File: src/rtl/serial_sub_pkg.sv
// Shared types and constants for the bit-serial two's complement subtractor.
package serial_sub_pkg;

  localparam int WIDTH_DEFAULT = 8;

  typedef enum logic [1:0] {
    IDLE  = 2'd0,
    SHIFT = 2'd1,
    DONE  = 2'd2
  } state_t;

endpackage

File: src/rtl/serial_sub_bit.sv
// One subtractor bit slice: s/cout of x + ~y + cin.
module serial_sub_bit (
  input  logic x,
  input  logic y,
  input  logic cin,
  output logic s,
  output logic cout
);

  logic y_inv;

  assign y_inv = ~y;
  assign s     = x ^ y_inv ^ cin;
  assign cout  = (x & y_inv) | (x & cin) | (y_inv & cin);

endmodule

File: src/rtl/serial_sub8.sv
// Bit-serial signed subtractor d = a - b, LSB first, one bit per clock.
// Define SERIAL_SUB8_SATURATE_EN to clamp d on signed overflow.
module serial_sub8
  import serial_sub_pkg::*;
#(
  parameter int WIDTH = WIDTH_DEFAULT
) (
  input  logic             clk,
  input  logic             rst,
  input  logic             start,
  input  logic [WIDTH-1:0] a,
  input  logic [WIDTH-1:0] b,
  output logic             busy,
  output logic             done,
  output logic [WIDTH-1:0] d,
  output logic             over
);

  localparam int CW = $clog2(WIDTH) + 1;
  localparam logic [CW-1:0] LAST = CW'(WIDTH - 1);

  state_t state_reg, state_next;

  logic [WIDTH-1:0] a_sh_reg, b_sh_reg, r_sh_reg;
  logic             a_msb_reg, b_msb_reg;
  logic             carry_reg;
  logic [CW-1:0]    cnt_reg;
  logic [WIDTH-1:0] d_reg;
  logic             over_reg;

  logic             bit_s, bit_cout;
  logic             load;
  logic             last_bit;
  logic [WIDTH-1:0] raw_d;
  logic             ovf;
  logic [WIDTH-1:0] d_final;

  serial_sub_bit u_bit (
    .x    (a_sh_reg[0]),
    .y    (b_sh_reg[0]),
    .cin  (carry_reg),
    .s    (bit_s),
    .cout (bit_cout)
  );

  // State register
  always_ff @(posedge clk or posedge rst) begin
    if (rst) state_reg <= IDLE;
    else     state_reg <= state_next;
  end

  // Next-state logic
  always_comb begin
    state_next = state_reg;
    case (state_reg)
      IDLE:    if (start) state_next = SHIFT;
      SHIFT:   if (last_bit) state_next = DONE;
      DONE:    state_next = start ? SHIFT : IDLE;
      default: state_next = IDLE;
    endcase
  end

  // Output logic
  always_comb begin
    busy = 1'b0;
    done = 1'b0;
    case (state_reg)
      SHIFT:   busy = 1'b1;
      DONE:    done = 1'b1;
      default: ;
    endcase
  end

  assign load     = start && (state_reg != SHIFT);
  assign last_bit = (cnt_reg == LAST);
  // The final bit completes the result this edge, so fold it in before loading d.
  assign raw_d    = {bit_s, r_sh_reg[WIDTH-1:1]};
  assign ovf      = (a_msb_reg != b_msb_reg) && (raw_d[WIDTH-1] != a_msb_reg);

`ifdef SERIAL_SUB8_SATURATE_EN
  localparam logic [WIDTH-1:0] SAT_POS = {1'b0, {(WIDTH-1){1'b1}}};
  localparam logic [WIDTH-1:0] SAT_NEG = {1'b1, {(WIDTH-1){1'b0}}};
  assign d_final = ovf ? (a_msb_reg ? SAT_NEG : SAT_POS) : raw_d;
`else
  assign d_final = raw_d;
`endif

  always_ff @(posedge clk or posedge rst) begin
    if (rst) begin
      a_sh_reg  <= '0;
      b_sh_reg  <= '0;
      r_sh_reg  <= '0;
      a_msb_reg <= 1'b0;
      b_msb_reg <= 1'b0;
      carry_reg <= 1'b0;
      cnt_reg   <= '0;
      d_reg     <= '0;
      over_reg  <= 1'b0;
    end else if (load) begin
      a_sh_reg  <= a;
      b_sh_reg  <= b;
      a_msb_reg <= a[WIDTH-1];
      b_msb_reg <= b[WIDTH-1];
      carry_reg <= 1'b1;
      cnt_reg   <= '0;
    end else if (state_reg == SHIFT) begin
      a_sh_reg  <= a_sh_reg >> 1;
      b_sh_reg  <= b_sh_reg >> 1;
      r_sh_reg  <= raw_d;
      carry_reg <= bit_cout;
      cnt_reg   <= cnt_reg + 1'b1;
      if (last_bit) begin
        d_reg    <= d_final;
        over_reg <= ovf;
      end
    end
  end

  assign d    = d_reg;
  assign over = over_reg;

endmodule

File: config.mk
export PLATFORM = sky130hd
export DESIGN_NAME = serial_sub8
export DESIGN_NICKNAME = d
export VERILOG_FILES = /design/src/rtl/serial_sub_pkg.sv /design/src/rtl/serial_sub_bit.sv /design/src/rtl/serial_sub8.sv
export SDC_FILE = /design/constraint.sdc
export NUM_CORES = 1
export LEC_CHECK = 0
export ABC_AREA = 1
export CAP_MARGIN = 25
export CORE_MARGIN = 5
export CORE_UTILIZATION = 30
export CTS_CLUSTER_SIZE = 20
export DETAILED_ROUTE_END_ITERATION = 16
export SYNTH_ARGS = -nofsm -noshare
export SYNTH_HDL_FRONTEND = slang
export SYNTH_HIERARCHICAL = 1
export SYNTH_SLANG_ARGS = --single-unit
File: constraint.sdc
create_clock -name clk -period 4.11 [get_ports clk]
set_clock_uncertainty 0.2 [all_clocks]
set_input_delay 0.822 -clock clk [delete_from_list [all_inputs] [get_ports clk]]
set_output_delay 0.822 -clock clk [all_outputs]
set_load 0.02 [all_outputs]
* Word level (Yosys, flattened, before mapping) *
Index checks and enable logic that the tools add are counted.

storage, ports and cells
  output and inout port bits = 11
  logic and storage cells = 49
  bits in registers = 42

operators by class
  add/sub/neg operators = 1
  multiplexer cells = 14
  eq/ne operators = 8
  bitwise logic cells = 9
  reduce and logical (&&, ||, !) cells = 7

operators with widths
  cell                                                                     count
  8-bit 2-to-1 mux                                                         4
  4-bit 2-to-1 mux                                                         2
  2-bit one-hot mux with 3 select lines                                    1
  1-bit 2-to-1 mux                                                         5
  4-bit by 1-bit adder with 4-bit output, second input constant            1
  4-bit by 3-bit equality test with 1-bit output, second input constant    1
  2-bit 2-to-1 mux                                                         2
  2-bit inequality test, second input constant                             2
  2-bit AND reduction                                                      2
  1-bit AND                                                                3
  3-bit AND reduction                                                      1
  2-bit by 1-bit equality test with 1-bit output, second input constant    1
  2-bit equality test, second input constant                               1
  1-bit logical AND                                                        2
  2-bit logical NOT                                                        1
  1-bit inequality test                                                    2
  2-bit by 1-bit inequality test with 1-bit output, second input constant  1
  1-bit inverter                                                           2
  1-bit OR                                                                 2
  2-bit nonzero test                                                       1
  1-bit XOR                                                                2

* Logic depth before layout (Yosys ltp) *
  word-level depth = 6
  gate-level depth with buffers = 8

* Modules after synthesis *
Netlist, hierarchy kept.

modules (own cells, without submodules)
  module          instances  area an instance (µm²)  cells each
  serial_sub8     1          1757.9                  197
  serial_sub_bit  1          35.0                    5

* Least setup slack after synthesis *
OpenSTA, ideal clock, no wires.

  path type = reg-to-output
  start = register state_reg[0]
  end = output port busy
  cell stages (with the launch flop) = 5
  setup slack = 2259 ps
  arrival = 829 ps
  path buffers = 2
  data required time = 3088 ps
  cell sequence = dfrtp_1 > inv_2 > nor2_4 > buf_4 > buf_6

on the way
  longest elaborated chain between the ends = 2

RTL lines
  item                                            RTL line           source
  start: declaration                              serial_sub8.sv:22  state_t state_reg, state_next;
  start signal: assignment                        serial_sub8.sv:49  else state_reg <= state_next;
  2-bit by 1-bit equality test with 1-bit output  serial_sub8.sv:67  case (state_reg)
  1-bit 2-to-1 mux                                serial_sub8.sv:67
  end: declaration                                serial_sub8.sv:13  output logic busy,

No other way between the ends.

* Final worst setup path *
Ends and elaborated chain as after synthesis.

==> impl_metrics.json <==
{
  "core_area_mm2": 0.005851,
  "start_util": 0.3065,
  "antenna_found_initial": 0,
  "holdPathStages": 2,
  "drt_wl_total_um": 3511,
  "rows": 28,
  "layout_min_cycle_time_ps": 2763,
  "dpl_worst_slack_ps": 1466,
  "power.density_mw_per_mm2": 732.4,
  "cts_tree": "yes",
  "placedInstanceArea_mm2": 0.002136,
  "viasPerCell": 4.380,
  "post_cts_buffers": 0,
  "drt_iter0_markers": 71,
  "antennaDiodeCount": 0,
  "syn_inst": 202,
  "via_count": 1349,
  "area_growth_pct": 25.61,
  "cts_made_buffers": 5,
  "grt_max_degree": 42,
  "fin_util": 0.3849,
  "overflow": 0,
  "yosys.area.top_type": "dfrtp_1",
  "grtUsageTotal": 0.1036,
  "drc": 0,
  "die-height_um": 87.31,
  "drtAntennaViolNets": 0,
  "critical_path_required_ps": 3090,
  "clock.fmax_mhz": 361.9,
  "wire_per_inst_um": 11.40,
  "whs_ps": 274.6,
  "total_power_mw": 1.649,
  "syn_avg_cell_area_um2": 8.876,
  "synth_area_leaders": "dfrtp_1, nand2_1, nand3_1, inv_1, o21ai_0",
  "rsz0062_at_grt": "no",
  "ys_seq_elements": 41,
  "outcome": "completed",
  "drv_slew": 0,
  "port_buffers": 29,
  "worst_pin_slew_ps": 550.8,
  "clk_path_buf_depth": 2,
  "die_area_mm2": 0.007623,
  "multiInputGateArea_um2": 620.6,
  "synth_area_mm2": 0.001793,
  "drive_gt1_frac": 0.09442,
  "drv_cap": 0,
  "worst_slack_ps": 1347,
  "placedCellCount": 300,
  "use_met1": 0.1391,
  "crit_chain": "inv_2 -> nor2_4 -> buf_4 -> clkdlybuf4s50_1",
  "reg2regPathDepth": 6,
  "cts_root_buf": "clkbuf_8",
  "synth_cell_types": 20,
  "slew_headroom": 0.6315,
  "dp_hpwl_um": 2379,
  "crit_fanout": 21,
  "yosysWarningCount": 6,
  "gp_routability_congestion": 0.7330,
  "grt_pass1_vias": 1312,
  "leakagePower_nw": 1.096,
  "cpPeakStageDelay_ps": 650,
  "grt.busiest_layer": "met2",
  "endpoint_kind": "output port",
  "fillers": 595,
  "seq_area_mm2": 0.001026,
  "critPathLaunchType": "register",
  "hold_path_class": "register to register",
  "cts_hold_buf": 0,
  "htree_levels": 2,
  "die_x_um": 87.31,
  "cts_resized": 0,
  "stdcell_area_mm2": 0.002252,
  "io_pins": 30,
  "vdd_drop_max_v": 0.0003168,
  "drtPass1Iterations": 4,
  "grt_pass1_wl_um": 6182,
  "synth-seq-area-share": 0.5722,
  "setup_viol": 0,
  "crit_type": "register to output port",
  "synth_fp_nets": 223,
  "layout_common_cells": "nand2_1, dfrtp_1, nand3_1, clkdlybuf4s50_1, inv_1",
  "hold_violations": 0,
  "synth_top_area_share": 0.5722,
  "fin_cells": 308,
  "fin_crit_sh": 0.6722,
  "grtUsageMet2": 0.1568,
  "clkSinkCount": 41,
  "slowest_stage": "clkdlybuf4s50_1",
  "grtUsageMet3": 0.02933,
  "layout_commonest_cell": "nand2_1",
  "arrival_ps": 1740,
  "worstSkewPairLatency_ps": 290,
  "tns_ps": 0,
  "num-nets-final": 253,
  "clk_pin_slew_worst_paths_ps": 80
}
[report_power, final]
group	switching (mW)	internal (mW)	total, mW
Sequential	0.0982	0.578	0.676
Combinational	0.381	0.257	0.638
Clock	0.137	0.198	0.336
Total	0.617	1.03	1.65
[area by class of cell]
type,count,share of cell area
multi-input cells,129,0.2756
flip-flops and latches,41,0.4556
clock buffers,7,0.03833
clock inverters,1,0.01333
inverters,24,0.04000
repair buffers,31,0.1356
well taps,75,0.04167
[path summary, 6_finish.rpt]
check	start	to	slack, ps
setup / recovery	state_reg[0]	busy	1350
max in group asynchronous	rst	cnt_reg[0]	2610
min in group asynchronous	rst	b_sh_reg[6]	760
hold reg to reg	r_sh_reg[1]	d[0]	270
setup reg to reg	state_reg[1]	a_sh_reg[0]	2340
hold / removal	r_sh_reg[1]	d[0]	270
[Yosys cell counts (all sizes together)]
cell type	n
or2	1
buf	7
o22ai	1
nand4	1
nor2	5
a21oi	1
o21ai	20
clkbuf	1
ha	1
fa	1
nand2	67
dfrtp	41
inv	24
nand3	31
[worst max-delay path: cells and delay by family (launching register included)]
kind	cells	cell delay [ps]
buffers and inverters	3	950
DFF	1	420
and+or+nand+nor	1	70
[metal layers]
| metal | wire length, um | share of wire |
|---|---|---|
| met3 | 175 | 0.050 |
| met1 | 1703 | 0.49 |
| met4 | 42 | 0.012 |
| met5 | 0 | 0 |
| met2 | 1590 | 0.45 |
[cell families (layout without fill, tap and decap cells)]
group	count (synthesis)	after routing	share of synthesized area
and+or+nand+nor	105	105	0.2512
DFF	41	41	0.5722
buffers and inverters	32	63	0.08164
AOI/OAI and AO/OA	22	22	0.07676
adders and majority gates	2	2	0.01814
No activity file was read; power rests on OpenSTA's default activity.
==> patch 1, RTL diff (config.mk and constraints unchanged) <==
Re-encode `state_t` (3 states) as one-hot, 3 bits wide.
--- a/src/rtl/serial_sub_pkg.sv
+++ b/src/rtl/serial_sub_pkg.sv
@@ -4,8 +4,8 @@
   localparam int WIDTH_DEFAULT = 8;
 
-  typedef enum logic [1:0] {
-    IDLE  = 2'd0,
-    SHIFT = 2'd1,
-    DONE  = 2'd2
+  typedef enum logic [2:0] {
+    IDLE  = 3'b001,
+    SHIFT = 3'b010,
+    DONE  = 3'b100
   } state_t;
 
Formal check against the unedited RTL: no difference found for any inputs over 10 cycles, from zero or initial values and one cycle with rst high; not proved beyond that.
==> patch 1 against the original RTL <==
Utilization grew 0.14 points. Synthesized area increased by 4.1%. Design area is 2.8% higher. Sequential cell count increased by 1. Worst setup slack worse by 360 ps. Wire length rose by 4.0%. Critical path type unchanged. Largest cell class unchanged.
Power is not compared: it rests on default switching activity, and its combinational part moved more than twofold at a synthesized area within 25%.
==> patch 1: results (changes against the original RTL) <==
Run status
  – Status: complete, no violations

Layout
  – Layout cell share with drive strength beyond 1: 10.9% (+1.5 points)
  – Layout Nets: 258 (+2.0%)

Global route
  – Largest net degree at the start of global routing: 43 (+2.4%)
  – Global-route wire length before repair: 6260 um (+1.2%)
  – GRT Overall Usage: 10.4% (+0.087 points)
  – Vias in the first global route: 1353 (+3.1%)

Setup path
  – RR Startpoint: state_reg[0]
  – R2R depth: 6 (unchanged)
  – Reg-to-reg critical path endpoint: a_sh_reg[3]
  – Crit path largest cell delay: 670 ps (+20 ps)
  – R2r setup slk: 2300 ps (-40 ps)
  – CP max FO: 37 (+76%)
  – Critical path arrival: 2100 ps (+360 ps)

Yosys
  – Post-Syn Nets: 228 (+2.2%)
  – Post-synthesis sequential area ratio: 56.4% (-0.86 points)
  – Syn Area/Cell: 9.02 um2 (+1.6%)
  – Area contributors post-synth: dfrtp_1 (55%), nand2_1 (14%), nand3_1 (7.8%), inv_1 (3.8%), o21ai_2 (3.3%)
  – Synth unique cells: 25 (+25%)
  – Yosys Warn Count: 6 (unchanged)
  – Top cells by count, synth: nand2_1 (72), dfrtp_1 (41), nand3_1 (29)

Timing
  – Setup_tns: 0 ps (unchanged)
  – WHS: 282 ps (+7.69 ps)
  – Worst slew margin: 63.6% (+0.45 points)
  – Max-slew violations: 0 (unchanged)

Worst hold path
  – Hold Crit Class: reg2reg
  – Hold_sp: d[0]
  – Hold Path Depth: 2 (unchanged)

Drt
  – Initial DRC count: 75 (+5.6%)
  – Routed WL per cell: 11.7 um (+2.3%)
  – Vias per cell: 4.55 (+3.8%)
  – Vias post-DR: 1423 (+5.5%)

Place
  – Setup WS pre-CTS: 1300 ps (-167 ps)
  – Placement Cell Area: 2210 um2 (+3.3%)
  – GP Congestion: 0.732 (-0.14%)
  – DPL Wire Length: 2490 um (+4.8%)

Floorplanning
  – Die footprint: 7900 um2 (+3.6%)

Pwr
  – Leakage: 1.14 nW
[patch 1: changes by cell type after synthesis, moves of 2 or more]
cell	change
nand2_1	+7
inv_1	-3
o21ai_0	-3
buf_4	-2
nand2_2	-2
nand3_1	-2
[patch 1: cell type report]
type	instances	area (um2)
flip-flops and latches	42	1050
inverters	23	88.8
clock buffers	5	68.8
multi-input cells	135	673
clock inverters	3	40.0
well taps	75	93.8
repair buffers	30	298
fillers	613	3680
[patch 1: metal layers]
metal  vias up  track usage, %  routed length (um)  share of wire, %
met5         -               0                   0                 0
met4         0            4.53                  43               1.2
met3         5            3.54                 259               7.1
met2        37            15.2                1590                44
met1       673            14.1                1760                48
li1        708               -                   -                 -
[patch 1: kinds of logic (layout without fill, tap and decap cells)]
family                   count (synthesis)  count (layout)  share of synthesized area [%]
AND/OR/NAND/NOR                        112             112                           27.0
flip-flops                              42              42                           56.4
buffers and inverters                   30              61                           7.57
AO/OA/AOI/OAI                           20              20                           6.84
adder cells (fa/ha/maj)                  2               2                           1.74
XOR/XNOR                                 1               1                          0.469
[patch 1: worst max path at each step]
stage | start | end | slack, ps | depth (start not counted)
final | state_reg[2] | busy | 990 | 4
after global routing | state_reg[2] | busy | 820 | 4
after CTS | state_reg[2] | busy | 950 | 4
after detailed placement | state_reg[2] | busy | 1300 | 4
after global placement | state_reg[2] | busy | 1300 | 4
after floorplan | rst | a_msb_reg | 2120 | 1
[patch 1: report_power, final]
group          internal (mW)  total [mW]  switching, mW
sequential             0.524       0.593         0.0681
combinational          0.109       0.296          0.187
clock                  0.179       0.323          0.144
[patch 1: worst reg2reg max path: stages (launching register included)]
cell and delay, ps:
dfstp_2 550, nor2_2 50, nand2_4 310, nand2_1 160
inv_1 310, nand2_1 100, nand3_1 80
==> patch 2, RTL diff (config.mk and constraints unchanged) <==
Made on the original files. Set the package constant `WIDTH_DEFAULT` to 16 (it was 8).
--- a/src/rtl/serial_sub_pkg.sv
+++ b/src/rtl/serial_sub_pkg.sv
@@ -2,5 +2,5 @@
 package serial_sub_pkg;
 
-  localparam int WIDTH_DEFAULT = 8;
+  localparam int WIDTH_DEFAULT = 16;
 
   typedef enum logic [1:0] {
Ports: changed (resized a, b and d); port bits go from 30 to 54. The function was not compared with the original's and may differ.
==> patch 2 against the original RTL <==
Global-route usage is 0.70 points higher. Worst setup slack got worse by 190 ps. Synthesized area up 78%. Combinational power up 69%. Cell count rose by 76%. Via count up 82%. Sequential cell count rose by 33. Non-clock buffer count grew 25. Die area is 68% higher. Wire length grew 91%. Power is 69% higher. Design area increased by 76%. Maximum frequency fell by 6.4%.
==> patch 2: results (changes against the original RTL) <==
Global route
  – Vias in the first global route: 2438 (+86%)
  – Largest net degree at the start of global routing: 43 (+2.4%)
  – GRT Overall Usage: 11.1% (+0.70 points)
  – Global-route wire length before repair: 11600 um (+88%)

Timing
  – Worst slew margin: 51.9% (-11 points)
  – WHS: 281 ps (+6.45 ps)

Clocking
  – Worst skew pair latency: 340 ps (+50 ps)
  – H-tree levels: 3 (+1)
  – CTS Root Cell: clkbuf_8
  – Inserted Clock Buffers: 9 (+4)

Setup path
  – R2r setup slk: 1850 ps (-490 ps)
  – CP max FO: 36 (+71%)
  – Critical path arrival: 1930 ps (+190 ps)
  – Crit path largest cell delay: 690 ps (+40 ps)

Worst hold path
  – Hold Crit Class: reg2reg

Run status
  – Status: complete, no violations

Place
  – Dpl cells: 525 (+75%)
  – IO buf count: 53 (+83%)
  – DPL Wire Length: 4560 um (+92%)
  – GP Congestion: 0.724 (-1.3%)

Yosys
  – Ys async rst share: 100% (unchanged)
  – Synth unique cells: 21 (+5.0%)
  – Yosys Warn Count: 6 (unchanged)
  – Area contributors post-synth: dfrtp_1 (58%), nand2_1 (13%), nand3_1 (9.7%), o21ai_2 (4.1%), inv_1 (3.5%)
  – Post-synthesis sequential area ratio: 57.9% (+0.70 points)
  – Syn Area/Cell: 9.08 um2 (+2.3%)
  – Top cells by count, synth: nand2_1 (112), dfrtp_1 (74), nand3_1 (62)
  – Post-Syn Nets: 390 (+75%)

Drt
  – Total wire length: 6720 um (+91%)
  – Initial DRC count: 156 (+120%)
  – Vias per cell: 4.54 (+3.7%)
  – Routed WL per cell: 12.4 um (+8.9%)

Pwr
  – Max rail drop VDD: 281 uV (-11%)
  – Leakage: 1.86 nW (+70%)

Layout
  – Layout cell share with drive strength beyond 1: 9.38% (-0.059 points)
  – Filler Cell Count: 1080 (+82%)
  – Layout Nets: 438 (+73%)
==> patch 2: changes by cell type in the layout (fill, tap and decap cells not counted), moves of 2 or more <==
cell and delta:
dfrtp_1 +33, o21ai_0 +8, nand3_1 +31, clkbuf_1 +2, clkdlybuf4s50_1 +24, clkbuf_8 +4
o21ai_2 +8, inv_2 +2, clkinv_2 +3, inv_1 +7, nand2_1 +47
==> patch 2: metrics by stage <==
stage	area [um2]	setup WS (ps)
after detailed placement	3800	1200
after floorplan	3200	1210
after global routing	3960	1050
final	3960	1160
after global placement	3800	1320
after CTS	3960	1140
==> patch 2: layout make-up <==
type / count / area [um2] / area share [%]
well taps: 136 / 170 / 4.29
clock buffers: 13 / 149 / 3.76
repair buffers: 56 / 566 / 14.3
inverters: 33 / 124 / 3.13
clock inverters: 3 / 15.0 / 0.379
multi-input cells: 226 / 1090 / 27.5
flip-flops and latches: 74 / 1850 / 46.7
==> patch 2: worst register-to-register path: stages, from the launching register on <==
cell	delay, ps
dfrtp_1	400
inv_1	80
nand2_2	510
nand2_1	190
inv_1	530
nand2_1	160
o21ai_0	110
==> patch 2: cells by family after synthesis <==
group	after synthesis	share of synthesized area, %
AO/OA/AOI/OAI	40	8.10
adder cells (fa/ha/maj)	3	1.41
buffers and inverters	52	8.02
flip-flops	74	57.9
AND/OR/NAND/NOR	183	24.5
==> patch 2: worst paths after layout <==
path,from,to,cells after the start
max,state_reg[0],busy,4
max in group asynchronous,rst,a_sh_reg[13],3
min reg2reg,d[7],d[7],2
max reg2reg,state_reg[1],b_msb_reg,6
min in group asynchronous,rst,d[4],2
min,d[7],d[7],2
==> patch 2: power breakdown <==
| group | internal [mW] | switching (mW) | total (mW) |
|---|---|---|---|
| Combinational | 0.425 | 0.653 | 1.08 |
| Clock | 0.234 | 0.259 | 0.493 |
| Sequential | 1.04 | 0.173 | 1.21 |
==> patch 2: layer usage <==
metal,GRT usage (%),routed length (um),up-vias
met4,3.37,81,0
met5,0,0,-
met2,16.5,2950,65
met1,15.3,3270,1164
li1,-,-,1218
met3,3.74,416,11
